[src/rtl/syn_sram_gpu_resp.sv]
// GPU pixel port to 16-bit asynchronous SRAM bridge.
// Each 16-bit SRAM word holds two pixels. Address bit 0 selects the byte lane:
// 0 selects the low byte, 1 selects the high byte.
// Each request takes a fixed 3-cycle access (setup + pulse, or access + capture).
// Every output is registered. Next-state values are derived from state_d.
//
// Ports:
//   clk_ir, rst_sync   clock, synchronous active-high reset
//   gpu_*              pixel request/response port (rdy/valid handshake)
//   oor_cnt            saturating count of accepted out-of-range requests
//   sram_*             SRAM pins (active-low strobes, split data bus with oe)
module syn_sram_gpu_resp #(
  parameter int unsigned P_GPU_SRAM_ADDR_W = 19,
  parameter int unsigned P_SRAM_ADDR_W     = 18,
  parameter int unsigned P_PXL_W           = 8,
  parameter int unsigned P_PXL_MAX         = 307200
) (
  input  logic                         clk_ir,
  input  logic                         rst_sync,
  // GPU side
  input  logic [P_GPU_SRAM_ADDR_W-1:0] gpu_addr,
  input  logic                         gpu_rd_en,
  input  logic                         gpu_wr_en,
  input  logic [P_PXL_W-1:0]           gpu_wr_data,
  output logic                         gpu_rdy,
  output logic                         gpu_rd_valid,
  output logic [P_PXL_W-1:0]           gpu_rd_data,
  output logic [15:0]                  oor_cnt,
  // SRAM side
  output logic [P_SRAM_ADDR_W-1:0]     sram_addr,
  output logic [15:0]                  sram_dq_o,
  input  logic [15:0]                  sram_dq_i,
  output logic                         sram_dq_oe,
  output logic                         sram_ce_n,
  output logic                         sram_oe_n,
  output logic                         sram_we_n,
  output logic                         sram_lb_n,
  output logic                         sram_ub_n
);

  typedef enum logic [2:0] {StIdle, StWrSetup, StWrPulse, StRdAcc, StRdCap} state_e;

  state_e                   state_q, state_d;
  logic                     lsb_q, lsb_d;   // byte lane of the access in flight
  logic                     oor_q, oor_d;   // access in flight is out of range
  logic                     rdy_q, rdy_d;
  logic                     rd_valid_q, rd_valid_d;
  logic [P_PXL_W-1:0]       rd_data_q, rd_data_d;
  logic [15:0]              oor_cnt_q, oor_cnt_d;
  logic [P_SRAM_ADDR_W-1:0] addr_q, addr_d;
  logic [15:0]              dq_o_q, dq_o_d;
  logic                     dq_oe_q, dq_oe_d;
  logic                     ce_n_q, ce_n_d;
  logic                     oe_n_q, oe_n_d;
  logic                     we_n_q, we_n_d;
  logic                     lb_n_q, lb_n_d;
  logic                     ub_n_q, ub_n_d;

  logic accept;
  logic req_oor;

  assign accept  = (state_q == StIdle) && rdy_q && (gpu_rd_en || gpu_wr_en);
  assign req_oor = 32'(gpu_addr) >= P_PXL_MAX;

  always_comb begin
    state_d    = state_q;
    lsb_d      = lsb_q;
    oor_d      = oor_q;
    addr_d     = addr_q;
    dq_o_d     = dq_o_q;
    rd_data_d  = rd_data_q;
    rd_valid_d = 1'b0;
    oor_cnt_d  = oor_cnt_q;

    unique case (state_q)
      StIdle: begin
        if (accept) begin
          // A simultaneous read+write request is serviced as a write only.
          state_d = gpu_wr_en ? StWrSetup : StRdAcc;
          lsb_d   = gpu_addr[0];
          oor_d   = req_oor;
          addr_d  = P_SRAM_ADDR_W'(gpu_addr >> 1);
          dq_o_d  = gpu_addr[0] ? (16'(gpu_wr_data) << 8) : 16'(gpu_wr_data);
          if (req_oor && (oor_cnt_q != 16'hFFFF)) begin
            oor_cnt_d = oor_cnt_q + 16'd1;
          end
        end
      end
      StWrSetup: state_d = StWrPulse;
      StWrPulse: state_d = StIdle;
      StRdAcc:   state_d = StRdCap;
      StRdCap: begin
        state_d    = StIdle;
        rd_valid_d = 1'b1;
        if (oor_q) begin
          rd_data_d = '0;
        end else begin
          rd_data_d = lsb_q ? P_PXL_W'(sram_dq_i[15:8]) : P_PXL_W'(sram_dq_i[7:0]);
        end
      end
      default: state_d = StIdle;
    endcase

    // Pin values for the cycle that follows, decoded from the next state.
    rdy_d   = (state_d == StIdle);
    ce_n_d  = 1'b1;
    oe_n_d  = 1'b1;
    we_n_d  = 1'b1;
    lb_n_d  = 1'b1;
    ub_n_d  = 1'b1;
    dq_oe_d = 1'b0;
    unique case (state_d)
      StWrSetup, StWrPulse: begin
        ce_n_d  = oor_d;
        we_n_d  = (state_d != StWrPulse) || oor_d;
        dq_oe_d = 1'b1;
        lb_n_d  = lsb_d;
        ub_n_d  = ~lsb_d;
      end
      StRdAcc, StRdCap: begin
        ce_n_d = oor_d;
        oe_n_d = oor_d;
        lb_n_d = lsb_d;
        ub_n_d = ~lsb_d;
      end
      default: ;
    endcase
  end

  always_ff @(posedge clk_ir) begin
    if (rst_sync) begin
      state_q    <= StIdle;
      lsb_q      <= 1'b0;
      oor_q      <= 1'b0;
      rdy_q      <= 1'b0;
      rd_valid_q <= 1'b0;
      rd_data_q  <= '0;
      oor_cnt_q  <= '0;
      addr_q     <= '0;
      dq_o_q     <= '0;
      dq_oe_q    <= 1'b0;
      ce_n_q     <= 1'b1;
      oe_n_q     <= 1'b1;
      we_n_q     <= 1'b1;
      lb_n_q     <= 1'b1;
      ub_n_q     <= 1'b1;
    end else begin
      state_q    <= state_d;
      lsb_q      <= lsb_d;
      oor_q      <= oor_d;
      rdy_q      <= rdy_d;
      rd_valid_q <= rd_valid_d;
      rd_data_q  <= rd_data_d;
      oor_cnt_q  <= oor_cnt_d;
      addr_q     <= addr_d;
      dq_o_q     <= dq_o_d;
      dq_oe_q    <= dq_oe_d;
      ce_n_q     <= ce_n_d;
      oe_n_q     <= oe_n_d;
      we_n_q     <= we_n_d;
      lb_n_q     <= lb_n_d;
      ub_n_q     <= ub_n_d;
    end
  end

  assign gpu_rdy      = rdy_q;
  assign gpu_rd_valid = rd_valid_q;
  assign gpu_rd_data  = rd_data_q;
  assign oor_cnt      = oor_cnt_q;
  assign sram_addr    = addr_q;
  assign sram_dq_o    = dq_o_q;
  assign sram_dq_oe   = dq_oe_q;
  assign sram_ce_n    = ce_n_q;
  assign sram_oe_n    = oe_n_q;
  assign sram_we_n    = we_n_q;
  assign sram_lb_n    = lb_n_q;
  assign sram_ub_n    = ub_n_q;

endmodule

[config.mk]
export PLATFORM = sky130hd
export DESIGN_NAME = syn_sram_gpu_resp
export DESIGN_NICKNAME = d
export VERILOG_FILES = /design/src/rtl/syn_sram_gpu_resp.sv
export SDC_FILE = /design/constraint.sdc
export NUM_CORES = 1
export LEC_CHECK = 0
export CELL_PAD_IN_SITES_DETAIL_PLACEMENT = 0
export CELL_PAD_IN_SITES_GLOBAL_PLACEMENT = 2
export CORE_UTILIZATION = 24
export CTS_BUF_LIST = sky130_fd_sc_hd__clkbuf_16
export CTS_CLUSTER_SIZE = 14
export DETAILED_ROUTE_END_ITERATION = 10
export PLACE_DENSITY_LB_ADDON = 0.1
export SYNTH_ARGS = -nofsm -noshare
export SYNTH_HDL_FRONTEND = slang
export SYNTH_SLANG_ARGS = --single-unit
[constraint.sdc]
create_clock -name clk_ir -period 2.45 [get_ports clk_ir]
set_input_delay 0.245 -clock clk_ir [delete_from_list [all_inputs] [get_ports clk_ir]]
set_output_delay 0.245 -clock clk_ir [all_outputs]
set_load 0.02 [all_outputs]
==> impl_results.md, run 1 <==
- Die Y-Extent: between 100 and 150 um
- Die ar.: 12300 um^2
- CP delay by family, top: simple AND/OR/NAND/NOR gates
- CP endpoint kind: register
- Async SR Flop Fraction: 0%
- H-tree levels: 3
- CTS root buf: clkbuf_16
- I/O Buffers: around 110
- RSZ-0062 raised after global routing: no
- Pleak: 1.50 nW
- Worst path bufs/invs: 0
- Pint: between 2 and 2.5 mW
- Via count: between 2k and 3k
- Worst path slowest cell: or4_1
- Sequential cell area fraction in the yosys report: 50.0%
- Setup violators final: 0
- Vias in the first global route: 2514
- Logic pwr share: 14.4%
- Aggregate global routing overflow: 0
- Share of cells above drive strength 1: under 10%
- Hold path depth: 2
- Flop pwr share: between 40% and 50%
- Initial antenna violation count: 0
- CP Launch Type: register
- Status: finished, final reports clean
- Fin crit period: approximately 2 ns
- Die W: between 100 and 150 um
- Skew final: roughly 0.0038 ns
- WS Path Type: reg2reg
- Pin count of the biggest net entering global routing: 40
- Rel. slew slack: 63.1%
- Final Core Density: a little under two fifths
- Netlist cell types: 40
- Drt wl/cell: 13.9 um
- Final cell count without fillers: ~600
- CTS resizes: 0
- EDFF count, synth: 0
- First-pass GRT wire length: 13000 um
- Most frequent cells in the layout: 111 x clkdlybuf4s50_1, 71 x dfxtp_1, 63 x nand2_1, 52 x a21oi_1, 23 x nor2_1
- Vias per Instance: 4.58
- Post-Synthesis Cells: 333
- CTS Sinks: between 70 and 80
- Boundary pin count: ~110
- Max-cap violations: 0
- Power per cell area: between 600 and 700 nW/um^2
- Max Buffers Root-to-Sink: 2
- Core box area: between 10000 and 15000 um^2
- Antenna-violating nets left: 0
- Initial DRC Count: 105
- Worst min-delay path class: in2reg
- Ys flop type: dfxtp_1
- Mapped Nets: roughly 380
- DRC Markers: 0
- Setup TNS: 0 ns
- Synthesized cell area: approximately 2800 um^2
- Data required, critical path: about 2.7 ns
- Sw frac: between 20% and 30%
- Tcrit/Tclk final: between 80% and 90%
- Final WL: 8170 um
- CTS buffer count: 9
- Switching power total: roughly 0.74 mW
- Most common cell after layout, fill and taps aside: clkdlybuf4s50_1
- Avg Inst Size Synth: about 8.5 um^2
- Total power draw: approximately 3 mW
- Number of stages on the worst setup path: 5
- Pre-antenna DRT Iters: 4
- Final #Nets: ~500
- Worst-path fanout max: 14
- GP Congestion: about 0.72
- Clk network pwr share: 44.5%
- Cells on worst reg2reg path: 5
- Yosys warnings: 0
- Max frequency: 505 MHz
- Clock transition at path regs: approximately 0.050 ns
- Synth Register Bits: 71
- ANT cells: 0
- Final hold violations: 0
- CTS tree: yes
- Initial Util: between 20% and 30%
- GRT Overall Usage: ~13%
- Crit path arrival time: between 2 and 2.5 ns
- CP max stage delay: between 0.5 and 0.6 ns
- Fin. max-slew vios: 0
- Dpl cells: 573
- Clock Latency Late Sink: between 0.3 and 0.4 ns
- Number of setup buffers added after CTS: 0
- # rows: 39
- Maximum vdd drop: 0.347 mV
- Slew @ Worst Pin: between 0.5 and 0.6 ns
- Hold_buf cts: 0
- DP HPWL: 5690 um
- Critical Path, Cell by Cell: nor2b_4 -> nand4_4 -> or3_4 -> or4_1 -> a21oi_1
- Area growth from synthesis to layout: 54.9%
registers in the layout, summed over array words and instances, names as in the netlist:
signal and count:
state_q 3, sram_dq_oe 1, oor_q 1, sram_ce_n 1, lsb_q 1, sram_we_n 1, oor_cnt 16, gpu_rdy 1
gpu_rd_valid 1, sram_ub_n 1, sram_addr 18, sram_oe_n 1, gpu_rd_data 8, sram_lb_n 1, sram_dq_o 16
worst paths after layout:
kind	slack, ns	start	to
min	0.30	rst_sync	oor_cnt[1]$_SDFFE_PP0P_
max	0.47	state_q[2]$_SDFF_PP0_	oor_cnt[7]$_SDFFE_PP0P_
min reg2reg	0.45	sram_dq_o[11]$_SDFFE_PP0P_	sram_dq_o[11]$_SDFFE_PP0P_
max reg2reg	0.47	state_q[2]$_SDFF_PP0_	oor_cnt[7]$_SDFFE_PP0P_
synth_stat cells (2+ instances only):
| cell | instances | area, um^2 |
|---|---|---|
| a21oi_1 | 52 | 260 |
| xnor2_1 | 4 | 35.0 |
| a211oi_1 | 2 | 15.0 |
| nor3_1 | 10 | 50.1 |
| or3_1 | 5 | 31.3 |
| nor2b_1 | 3 | 18.8 |
| nor4_1 | 4 | 25.0 |
| o311ai_0 | 3 | 26.3 |
| mux2i_1 | 10 | 100 |
| or2_2 | 2 | 12.5 |
| o31ai_1 | 4 | 30.0 |
| nand3b_1 | 8 | 60.1 |
| or4_1 | 3 | 22.5 |
| o41ai_1 | 3 | 26.3 |
| nand2_1 | 63 | 236 |
| nand3_1 | 14 | 70.1 |
| nor2_1 | 23 | 86.3 |
| and3_1 | 3 | 18.8 |
| clkbuf_1 | 18 | 67.6 |
| dfxtp_1 | 71 | 1420 |
| nand4_1 | 5 | 31.3 |
| buf_1 | 2 | 7.51 |
| o21ai_0 | 4 | 20.0 |
power groups by stage:
stage	Combinational, mW	Sequential [mW]	Clock (mW)
finish	0.437	1.25	1.35
global placement	0.446	1.27	0
detailed placement	0.444	1.27	0
CTS	0.445	1.25	1.40
global route	0.474	1.25	1.44
floorplan	0.168	1.32	0
logic make-up (layout without fill, tap and decap cells):
kind of cell / count (synthesis) / after routing / synth area share [%]
and+or+nand+nor: 152 / 152 / 26.8
buffers and inverters: 23 / 136 / 3.44
AOI/OAI and AO/OA: 71 / 71 / 14.1
xor gates and xnor gates: 4 / 4 / 1.23
adders and majority gates: 1 / 1 / 0.440
muxes: 11 / 11 / 3.92
DFF: 71 / 71 / 50.0
through the flow:
stage / hold WS (ns) / setup slack (ns) / cell area (um^2)
2_1_floorplan: 0.365 / 0.456 / 2840
3_3_place_gp: 0.439 / 0.191 / 4090
3_5_place_dp: 0.443 / 0.154 / 4090
4_1_cts: 0.298 / 0.460 / 4400
5_1_grt: 0.315 / 0.335 / 4400
6_report: 0.304 / 0.469 / 4400
layer usage:
metal | global-route usage, % | vias up | routed length [um]
li1 | - | 1381 | -
met1 | 17.1 | 1233 | 3880
met2 | 21.2 | 75 | 3720
met3 | 4.16 | 9 | 461
met4 | 4.80 | 0 | 105
met5 | 0 | - | 0
layout make-up:
cell class,instances,area [um^2]
flip-flops and latches,71,1420
repair buffers,119,1170
clock buffers,9,225
clock inverters,7,80.1
well taps,143,179
multi-input cells,239,1320
inverters,1,3.75
fillers,1213,7070
No activity file was read; power rests on OpenSTA's default activity.
==> run 2: changes to the inputs <==
--- a/config.mk
+++ b/config.mk
@@ -7,7 +7,7 @@
 export LEC_CHECK = 0
 export CELL_PAD_IN_SITES_DETAIL_PLACEMENT = 0
 export CELL_PAD_IN_SITES_GLOBAL_PLACEMENT = 2
-export CORE_UTILIZATION = 24
+export CORE_UTILIZATION = 22
 export CTS_BUF_LIST = sky130_fd_sc_hd__clkbuf_16
 export CTS_CLUSTER_SIZE = 14
 export DETAILED_ROUTE_END_ITERATION = 10
==> constraint.sdc (replaced) <==
create_clock -name clk_ir -period 1.8 [get_ports clk_ir]
set_input_delay 0.18 -clock clk_ir [delete_from_list [all_inputs] [get_ports clk_ir]]
set_output_delay 0.18 -clock clk_ir [all_outputs]
set_load 0.02 [all_outputs]
==> impl_results.md, run 2 (synthesized netlist as in run 1, its figures left out) <==
- CP max stage delay: around 0.55 ns
- Uppermost layer routed: met4
- Skew final: 0.00907 ns
- # rows: 41
- CTS tree: yes
- Via count: between 2k and 3k
- Slew @ Worst Pin: 0.560 ns
- Worst path slowest cell: or4_4
- Total power draw: about 4 mW
- Initial antenna violation count: 0
- Failing checks: negative setup slack
- Boundary pin count: approximately 110
- Antenna-violating nets left: 0
- Share of cells above drive strength 1: between 15 and 20%
- Clock Latency Late Sink: 0.33 ns
- Clock transition at path regs: ~0.06 ns
- Largest register FFs: 18
- Maximum vdd drop: approximately 0.38 mV
- CTS root buf: clkbuf_16
- DR WL met3: roughly 530 um
- GRT Overall Usage: 13.6%
- CTS buffer count: 9
- Max-cap violations: 0
- ANT cells: 0
- Drt wl/cell: around 14 um
- RSZ-0062 raised after global routing: yes
- H-tree levels: 3
- Die Y-Extent: ~120 um
- Power per cell area: approximately 830 nW/um^2
- Initial Util: between 20% and 30%
- Status: complete, but fails checks
- Vias per Instance: approximately 4.4
- Hold path depth: 3
- Hold path startpoint: gpu_addr[12]
- Data required, critical path: 2.07 ns
- FF-to-FF Start: oor_cnt[0]$_SDFFE_PP0P_
- Core box area: about 13000 um^2
- Cells on worst reg2reg path: 5
- Pre-antenna DRT Iters: 4
- I/O Buffers: approximately 110
- Area growth from synthesis to layout: 69.5%
- CP Launch Type: register
- DRC Markers: 0
- R2R Path End: oor_cnt[7]$_SDFFE_PP0P_
- R2R Setup Slk: -0.003 ns
- WS Path Type: reg2reg
- CP endpoint kind: register
- Vias in the first global route: approximately 2.7k
- Met2 routed WL: 4160 um
- Initial DRC Count: 116
- Worst-path fanout max: 6
- Tcrit/Tclk final: 100%
- Most frequent cells in the layout: 108 x clkdlybuf4s50_1, 65 x dfxtp_1, 63 x nand2_1, 50 x a21oi_1, 42 x buf_4
- DP HPWL: between 6000 and 7000 um
- Final WL: between 8000 and 9000 um
- Pre-CTS WS: -0.428 ns
- Worst min-delay path class: in2reg
- Die ar.: between 10000 and 15000 um^2
- Final setup margin: -0.00290 ns
- Die W: ~120 um
- Pleak: 1.75 nW
- Critical Path, Cell by Cell: buf_4 -> nand3_1 -> or3_4 -> or4_4 -> a21oi_2
- Fin. max-slew vios: 0
- Crit path arrival time: 2.07 ns
- First-pass GRT wire length: 13800 um
- CTS Sinks: 71
- Setup violators final: 1
- Fin crit period: about 1.8 ns
- Hold Path End: sram_addr[11]$_SDFFE_PP0P_
- Max frequency: between 500 and 600 MHz
- Rel. slew slack: between 60% and 70%
- Final #Nets: between 500 and 600
- Pin count of the biggest net entering global routing: 38
- Max Buffers Root-to-Sink: 2
- Most common cell after layout, fill and taps aside: clkdlybuf4s50_1
- Met1 Wirelength: between 4000 and 5000 um
- GP Congestion: roughly 0.72
- Aggregate global routing overflow: 0
- Final hold violations: 0
-- run 2: metrics by stage --
| stage | area [um^2] | hold WS [ns] | util (%) | cells | setup TNS, ns |
|---|---|---|---|---|---|
| 5_1_grt | 4810 | 0.155 | 38.1 | 657 | -0.167 |
| 4_1_cts | 4710 | 0.254 | 37.3 | 652 | -0.0114 |
| 3_5_place_dp | 4410 | 0.443 | 34.9 | 633 | -3.75 |
| 2_1_floorplan | 2860 | 0.300 | - | 333 | 0 |
| 6_report | 4810 | 0.141 | 38.1 | 657 | -0.00290 |
| 3_3_place_gp | 4410 | 0.439 | 34.9 | 633 | -3.45 |
-- run 2: cell type report --
type                       instances  area (um^2)
timing repair buffer             157         1490
tap                              172          215
inverter                           1         3.75
multi-input combinational        240         1390
clock buffer                      10          250
sequential                        71         1430
clock inverter                     6         26.3
fill                            1336         7810
-- run 2: routing by layer --
metal / up-vias / track usage (%)
met5: - / 0
met1: 1351 / 17.1
met3: 8 / 4.81
li1: 1467 / -
met4: 0 / 3.85
met2: 94 / 22.0
-- run 2: worst max-delay path by stage --
| stage | start | to | slack, ns |
|---|---|---|---|
| after global routing | oor_cnt[0]$_SDFFE_PP0P_ | oor_cnt[10]$_SDFFE_PP0P_ | -0.06 |
| after global placement | gpu_addr[13] | oor_cnt[11]$_SDFFE_PP0P_ | -0.38 |
| after CTS | gpu_rdy$_SDFF_PP0_ | oor_cnt[7]$_SDFFE_PP0P_ | -0.01 |
| after floorplan | gpu_rdy$_SDFF_PP0_ | oor_cnt[5]$_SDFFE_PP0P_ | 0.005 |
| after detailed placement | gpu_addr[12] | oor_cnt[7]$_SDFFE_PP0P_ | -0.43 |
| final | oor_cnt[0]$_SDFFE_PP0P_ | oor_cnt[7]$_SDFFE_PP0P_ | -0.003 |
-- run 2: critical path, delay by kind of cell (launching register included) --
kind,cells,cell delay (ns)
buf+inv,1,0.13
compound gates,1,0.14
simple gates,3,1.14
flops,1,0.33
-- run 2: where the power goes --
group | leakage (nW) | switching [mW] | internal [mW]
Clock | 0.147 | 0.667 | 0.994
Sequential | 0.580 | 0.0462 | 1.65
Combinational | 1.02 | 0.329 | 0.336
-- run 2: what timing repair did --
item / 4_1_cts / 5_1_grt
pin swaps: 4 / 8
endpoints found under the setup margin: 3 / 13
gates resized for setup: 0 / 22
buffers inserted: 2 / 5
cloned: 1 / 0
hold buffers: 0 / 0
